==> src/rtl/display_source_arbiter.sv <==
// Round-robin arbiter sharing one seven-segment display between NUM_REQ producers.
// Each grant captures one signed value and holds it for DWELL_CYCLES cycles.
module display_source_arbiter #(
  parameter int unsigned NUM_REQ      = 3,
  parameter int unsigned DWELL_CYCLES = 100_000_000
) (
  input  logic                   clk_100MHz,
  input  logic                   reset_n,
  input  logic [NUM_REQ-1:0]     req_valid,
  input  logic [8*NUM_REQ-1:0]   req_value,
  output logic [NUM_REQ-1:0]     req_ready,
  output logic [7:0]             value,
  output logic [1:0]             owner,
  output logic                   active
);

  localparam int unsigned CntW = $clog2(DWELL_CYCLES + 1);
  localparam logic [CntW-1:0] CntLoad = CntW'(DWELL_CYCLES - 1);

  typedef enum logic [1:0] {StIdle, StGrant, StDwell} state_e;

  state_e              state_q, state_d;
  logic [7:0]          value_q, value_d;
  logic [1:0]          owner_q, owner_d;
  logic                active_q, active_d;
  logic [NUM_REQ-1:0]  ready_q, ready_d;
  logic [1:0]          rr_ptr_q, rr_ptr_d;
  logic [1:0]          gnt_q, gnt_d;
  logic [CntW-1:0]     cnt_q, cnt_d;

  logic                any_valid;
  logic                pick_found;
  logic [1:0]          pick;
  logic [NUM_REQ-1:0]  pick_onehot;
  logic                gnt_valid;
  logic [7:0]          gnt_value;
  logic [1:0]          rr_next;

  assign any_valid = |req_valid;

  // First pass covers rr_ptr..NUM_REQ-1, second pass wraps to 0..rr_ptr-1.
  always_comb begin
    pick_found = 1'b0;
    pick       = '0;
    for (int j = 0; j < NUM_REQ; j++) begin
      if (!pick_found && req_valid[j] && (2'(j) >= rr_ptr_q)) begin
        pick_found = 1'b1;
        pick       = 2'(j);
      end
    end
    for (int j = 0; j < NUM_REQ; j++) begin
      if (!pick_found && req_valid[j]) begin
        pick_found = 1'b1;
        pick       = 2'(j);
      end
    end
  end

  always_comb begin
    pick_onehot = '0;
    gnt_valid   = 1'b0;
    gnt_value   = '0;
    for (int j = 0; j < NUM_REQ; j++) begin
      pick_onehot[j] = (pick == 2'(j));
      if (gnt_q == 2'(j)) begin
        gnt_valid = req_valid[j];
        gnt_value = req_value[8*j +: 8];
      end
    end
  end

  assign rr_next = (gnt_q == 2'(NUM_REQ - 1)) ? 2'd0 : gnt_q + 2'd1;

  always_comb begin
    state_d  = state_q;
    value_d  = value_q;
    owner_d  = owner_q;
    active_d = active_q;
    ready_d  = '0;
    rr_ptr_d = rr_ptr_q;
    gnt_d    = gnt_q;
    cnt_d    = cnt_q;
    unique case (state_q)
      StIdle: begin
        if (any_valid) begin
          state_d = StGrant;
          ready_d = pick_onehot;
          gnt_d   = pick;
        end
      end
      StGrant: begin
        // A requester that withdrew during its grant cycle forfeits the slot.
        if (gnt_valid) begin
          value_d  = gnt_value;
          owner_d  = gnt_q;
          rr_ptr_d = rr_next;
          cnt_d    = CntLoad;
          active_d = 1'b1;
          state_d  = StDwell;
        end else begin
          state_d = StIdle;
        end
      end
      StDwell: begin
        if (cnt_q != '0) begin
          cnt_d = cnt_q - CntW'(1);
        end else begin
          active_d = 1'b0;
          if (any_valid) begin
            state_d = StGrant;
            ready_d = pick_onehot;
            gnt_d   = pick;
          end else begin
            state_d = StIdle;
          end
        end
      end
      default: state_d = StIdle;
    endcase
  end

  always_ff @(posedge clk_100MHz) begin
    if (!reset_n) begin
      state_q  <= StIdle;
      value_q  <= '0;
      owner_q  <= '0;
      active_q <= 1'b0;
      ready_q  <= '0;
      rr_ptr_q <= '0;
      gnt_q    <= '0;
      cnt_q    <= '0;
    end else begin
      state_q  <= state_d;
      value_q  <= value_d;
      owner_q  <= owner_d;
      active_q <= active_d;
      ready_q  <= ready_d;
      rr_ptr_q <= rr_ptr_d;
      gnt_q    <= gnt_d;
      cnt_q    <= cnt_d;
    end
  end

  assign req_ready = ready_q;
  assign value     = value_q;
  assign owner     = owner_q;
  assign active    = active_q;

endmodule

==> config.mk <==
export PLATFORM = sky130hd
export DESIGN_NAME = display_source_arbiter
export DESIGN_NICKNAME = d
export VERILOG_FILES = /design/src/rtl/display_source_arbiter.sv
export SDC_FILE = /design/constraint.sdc
export NUM_CORES = 1
export LEC_CHECK = 0
export ABC_CLOCK_PERIOD_IN_PS = 3800
export BUFFER_PORTS_ARGS = -buffer_cell sky130_fd_sc_hd__clkbuf_2
export CAP_MARGIN = 10
export CELL_PAD_IN_SITES_DETAIL_PLACEMENT = 0
export CELL_PAD_IN_SITES_GLOBAL_PLACEMENT = 2
export CORE_ASPECT_RATIO = 2
export CORE_MARGIN = 2
export CORE_UTILIZATION = 35
export CTS_CLUSTER_DIAMETER = 150
export DETAILED_ROUTE_END_ITERATION = 6
export PLACE_DENSITY = 0.88
export SLEW_MARGIN = 20
export SYNTH_ARGS = -nofsm -noshare
export SYNTH_HDL_FRONTEND = slang
export SYNTH_SLANG_ARGS = --single-unit
==> constraint.sdc <==
create_clock -name clk_100MHz -period 3.8 [get_ports clk_100MHz]
set_input_delay 0.57 -clock clk_100MHz [delete_from_list [all_inputs] [get_ports clk_100MHz]]
set_output_delay 0.57 -clock clk_100MHz [all_outputs]
set_load 0.02 [all_outputs]
==> results.md <==
* Outcome: completed
* Global placement routability congestion at 0.787
* CTS tree: done
* Async S/R FF share, synth at 0%
* Largest fanout on the critical path at 17
* Post-cts resize count at 0
* Largest family of logic cells by synthesized area: simple AND/OR/NAND/NOR gates
* Endpoint type of the worst setup path: flop
* Syn nets at 308
* Initial drt markers at 95
* Leak pwr at 1.04 nW
* Worst-Margin Slew at 0.988 ns
* # nets final at 341
* Diodes inserted at 0
* Vias per cell at 5.49
* Worst min path class: flop to flop
* PortBufs at 42
* Cell internal pwr at 930 µW
* Row count at between 40 and 50
* Root buf cell: clkbuf_16
* Reg2Reg Setup Slack at 1.09 ns
* Syn_area_per_cell at ~8.4 µm²
* Fraction of layout cells with a size suffix above 1 at 20.5%
* Largest net degree at the start of global routing at 31
* Simple-Gate Fraction of Synth Area at between 20% and 30%
* Synth Area in Adders at 0.536%
* Die Span X at between 60 and 70 µm
* #FFs+latches synth at 47
* Number of enable flip-flop cells after synthesis at 0
* WP data arrival at 2.89 ns
* Gr ovfl total at 0
* Setup TNS at 0 ns
* Die H at 119 µm
* Top_reg_cell synth: dfxtp_1
* Detail Route Antenna Nets at 0
* Maximum VDD drop at 0.418 mV
* GRT Total Usage at around 16%
* Final Slew Violations at 0
* Synth Instances at approximately 280
* Crit Path Category: flop to flop
* Multi-input gate area at 1290 µm²
* CTS Sinks at 47
* Synthesized cell area at 2330 µm²
* P_sw at roughly 420 µW
* Die ar. at 7370 µm²
* # setup viols final at 0
* Core Area at 6520 µm²
* Dpl cell area at 2580 µm²
* Clk slew on worst S/H paths at about 0.060 ns
* Post-synthesis compound-gate area fraction at between 20% and 30%
* Switching portion of total power at 31.1%
* Dominant cells by area after synthesis: dfxtp_1, a21oi_1, mux2i_1
* CTS Buf Count at 5
* Final Cycle Share at 71.4%
* Combinational power share at a little under a quarter
* Final WL at 5600 µm
* DP HPWL at 3990 µm
* Drt pass-1 iters at 4
* Maxcap violations at 0
* Initial antenna violation count at 0
* Syn. warnings at 0
* Hold Vio Cnt, Final at 0
* Critical Path Source Type: flop
* H-tree depth at 2
* Post-CTS Setup Bufs at 0
* Finished Cell Area at 2730 µm²
* Post-Synth XOR/XNOR Area at about 1.1%
* # DRC at 0
* Register area at 941 µm²
* Relative slew slack at 34.1%
* Yosys top cell by area: dfxtp_1
* Reg power frac at 43.3%
* Clk Latency, worst-skew pair at 0.29 ns
* FMAX at 0.369 GHz
* Cell variety after synth at 45
* Hold bufs inserted after CTS at 0
* Data required, critical path at 3.98 ns
* Initial Util at 35.8%
* First-pass GRT wire length at 9430 µm
* Post-synthesis sequential area ratio at 40.3%
* Boundary Pins at 43
* Vias in the first global route at 2087
* Clk_skew at between 0.005 and 0.006 ns
* Clk pwr share at 33.0%
* Fraction of synthesized area in multiplexers at 3.86%
* Fill cells at 697
* Vias at 2194
* Min Clock Period, post-route at 2.71 ns
* Max clock buf depth at 2
* P&R area growth vs syn at 17.2%
* Avg WL per Cell at 14.0 µm
* Synth top area share at just over 40%
* Setup repair after global routing missed its margin: no
* PD cells at 494 nW/µm²
## state kept, by name (all words and copies together) (netlist names)
signal     flops
state_q        2
gnt_q          2
cnt_q         27
active         1
owner          2
value          8
req_ready      3
rr_ptr_q       2
## cell families after synthesis
kind of cell | count (synthesis)
flip-flops | 47
adder cells (fa/ha/maj) | 1
XOR/XNOR | 3
buffers and inverters | 22
AND/OR/NAND/NOR | 122
AO/OA/AOI/OAI | 74
multiplexers | 9
## placed cells by master (no fill, tap or decap), types with 2 or more instances in the layout
cell	instances
nor2_1	22
nand2_1	23
o311a_1	2
nand3_1	4
nand4_1	3
or2_2	3
o21ai_0	12
nor2b_1	5
buf_4	2
mux2i_1	9
clkbuf_2	42
a31oi_1	9
o31ai_1	10
a21oi_1	20
a211oi_1	11
and4_1	3
or3_2	2
nor4_1	3
or4_4	4
nor3_1	14
xnor2_1	2
or4_1	10
dfxtp_1	47
inv_1	4
or4_2	2
or3_1	10
nor3b_1	2
and3_1	3
o22ai_1	2
clkbuf_16	5
nand2b_1	5
a2111oi_0	2
## stage by stage
| stage | std cells | hold WS, ns | util [%] | power [mW] | worst slack (ns) |
|---|---|---|---|---|---|
| after global routing | 400 | 0.482 | 42.0 | 1.43 | 0.913 |
| after CTS | 400 | 0.462 | 42.0 | 1.37 | 1.13 |
| after global placement | 392 | 0.441 | 39.6 | 0.911 | 1.23 |
| after floorplan | 278 | 0.449 | - | 0.835 | 1.40 |
| after detailed placement | 392 | 0.453 | 39.6 | 0.916 | 1.14 |
| final | 400 | 0.457 | 42.0 | 1.35 | 1.09 |
## synthesized netlist by cell type, drive strengths merged, types with 3 or more instances
master,instances
nand2,23
and4,3
a31oi,9
mux2i,9
nor3,14
o31ai,10
nand2b,5
o21ai,12
or3,13
nor2b,5
buf,5
nor2,22
clkbuf,13
or2,3
inv,4
dfxtp,47
nand4,3
and3,3
nand3,4
nor4,3
a21oi,20
a211oi,11
or4,16
## power groups by stage
| stage | clock network [mW] | logic [mW] | registers (mW) |
|---|---|---|---|
| after floorplan | 0 | 0.245 | 0.590 |
| after global placement | 0 | 0.319 | 0.593 |
| after detailed placement | 0 | 0.321 | 0.595 |
| after CTS | 0.458 | 0.323 | 0.584 |
| after global routing | 0.479 | 0.362 | 0.591 |
| final | 0.445 | 0.320 | 0.585 |
## worst paths after layout
kind / to / cells past startpoint / startpoint
worst min register to register: owner[1]$_SDFFE_PN0P_ / 2 / owner[1]$_SDFFE_PN0P_
worst max-delay path: cnt_q[2]$_SDFFE_PN0P_ / 5 / cnt_q[14]$_SDFFE_PN0P_
worst min-delay path: owner[1]$_SDFFE_PN0P_ / 2 / owner[1]$_SDFFE_PN0P_
worst max register to register: cnt_q[2]$_SDFFE_PN0P_ / 5 / cnt_q[14]$_SDFFE_PN0P_
## final cells by class
type,instances,area share (%)
Timing Repair Buffer,44,8.24
Clock buffer,7,5.22
Tap cell,88,4.03
Multi-Input combinational cell,209,47.2
Inverter,4,0.549
Sequential cell,47,34.4
Clock inverter,1,0.320
## per-layer routing
metal	up-vias	GRT usage, %	part of all wire (%)
met1	1043	20.6	44
met3	8	3.37	2.7
met2	33	27.0	51
li1	1110	-	-
met4	0	5.19	1.8
met5	-	0	0
## critical path: stages (launching register included)
cell and delay [ns]:
dfxtp_1 0.35, or4_4 0.59, nor3_1 0.56, and3_1 0.62, nor2_1 0.16, o311a_1 0.32
(Power assumes the default switching activity.)
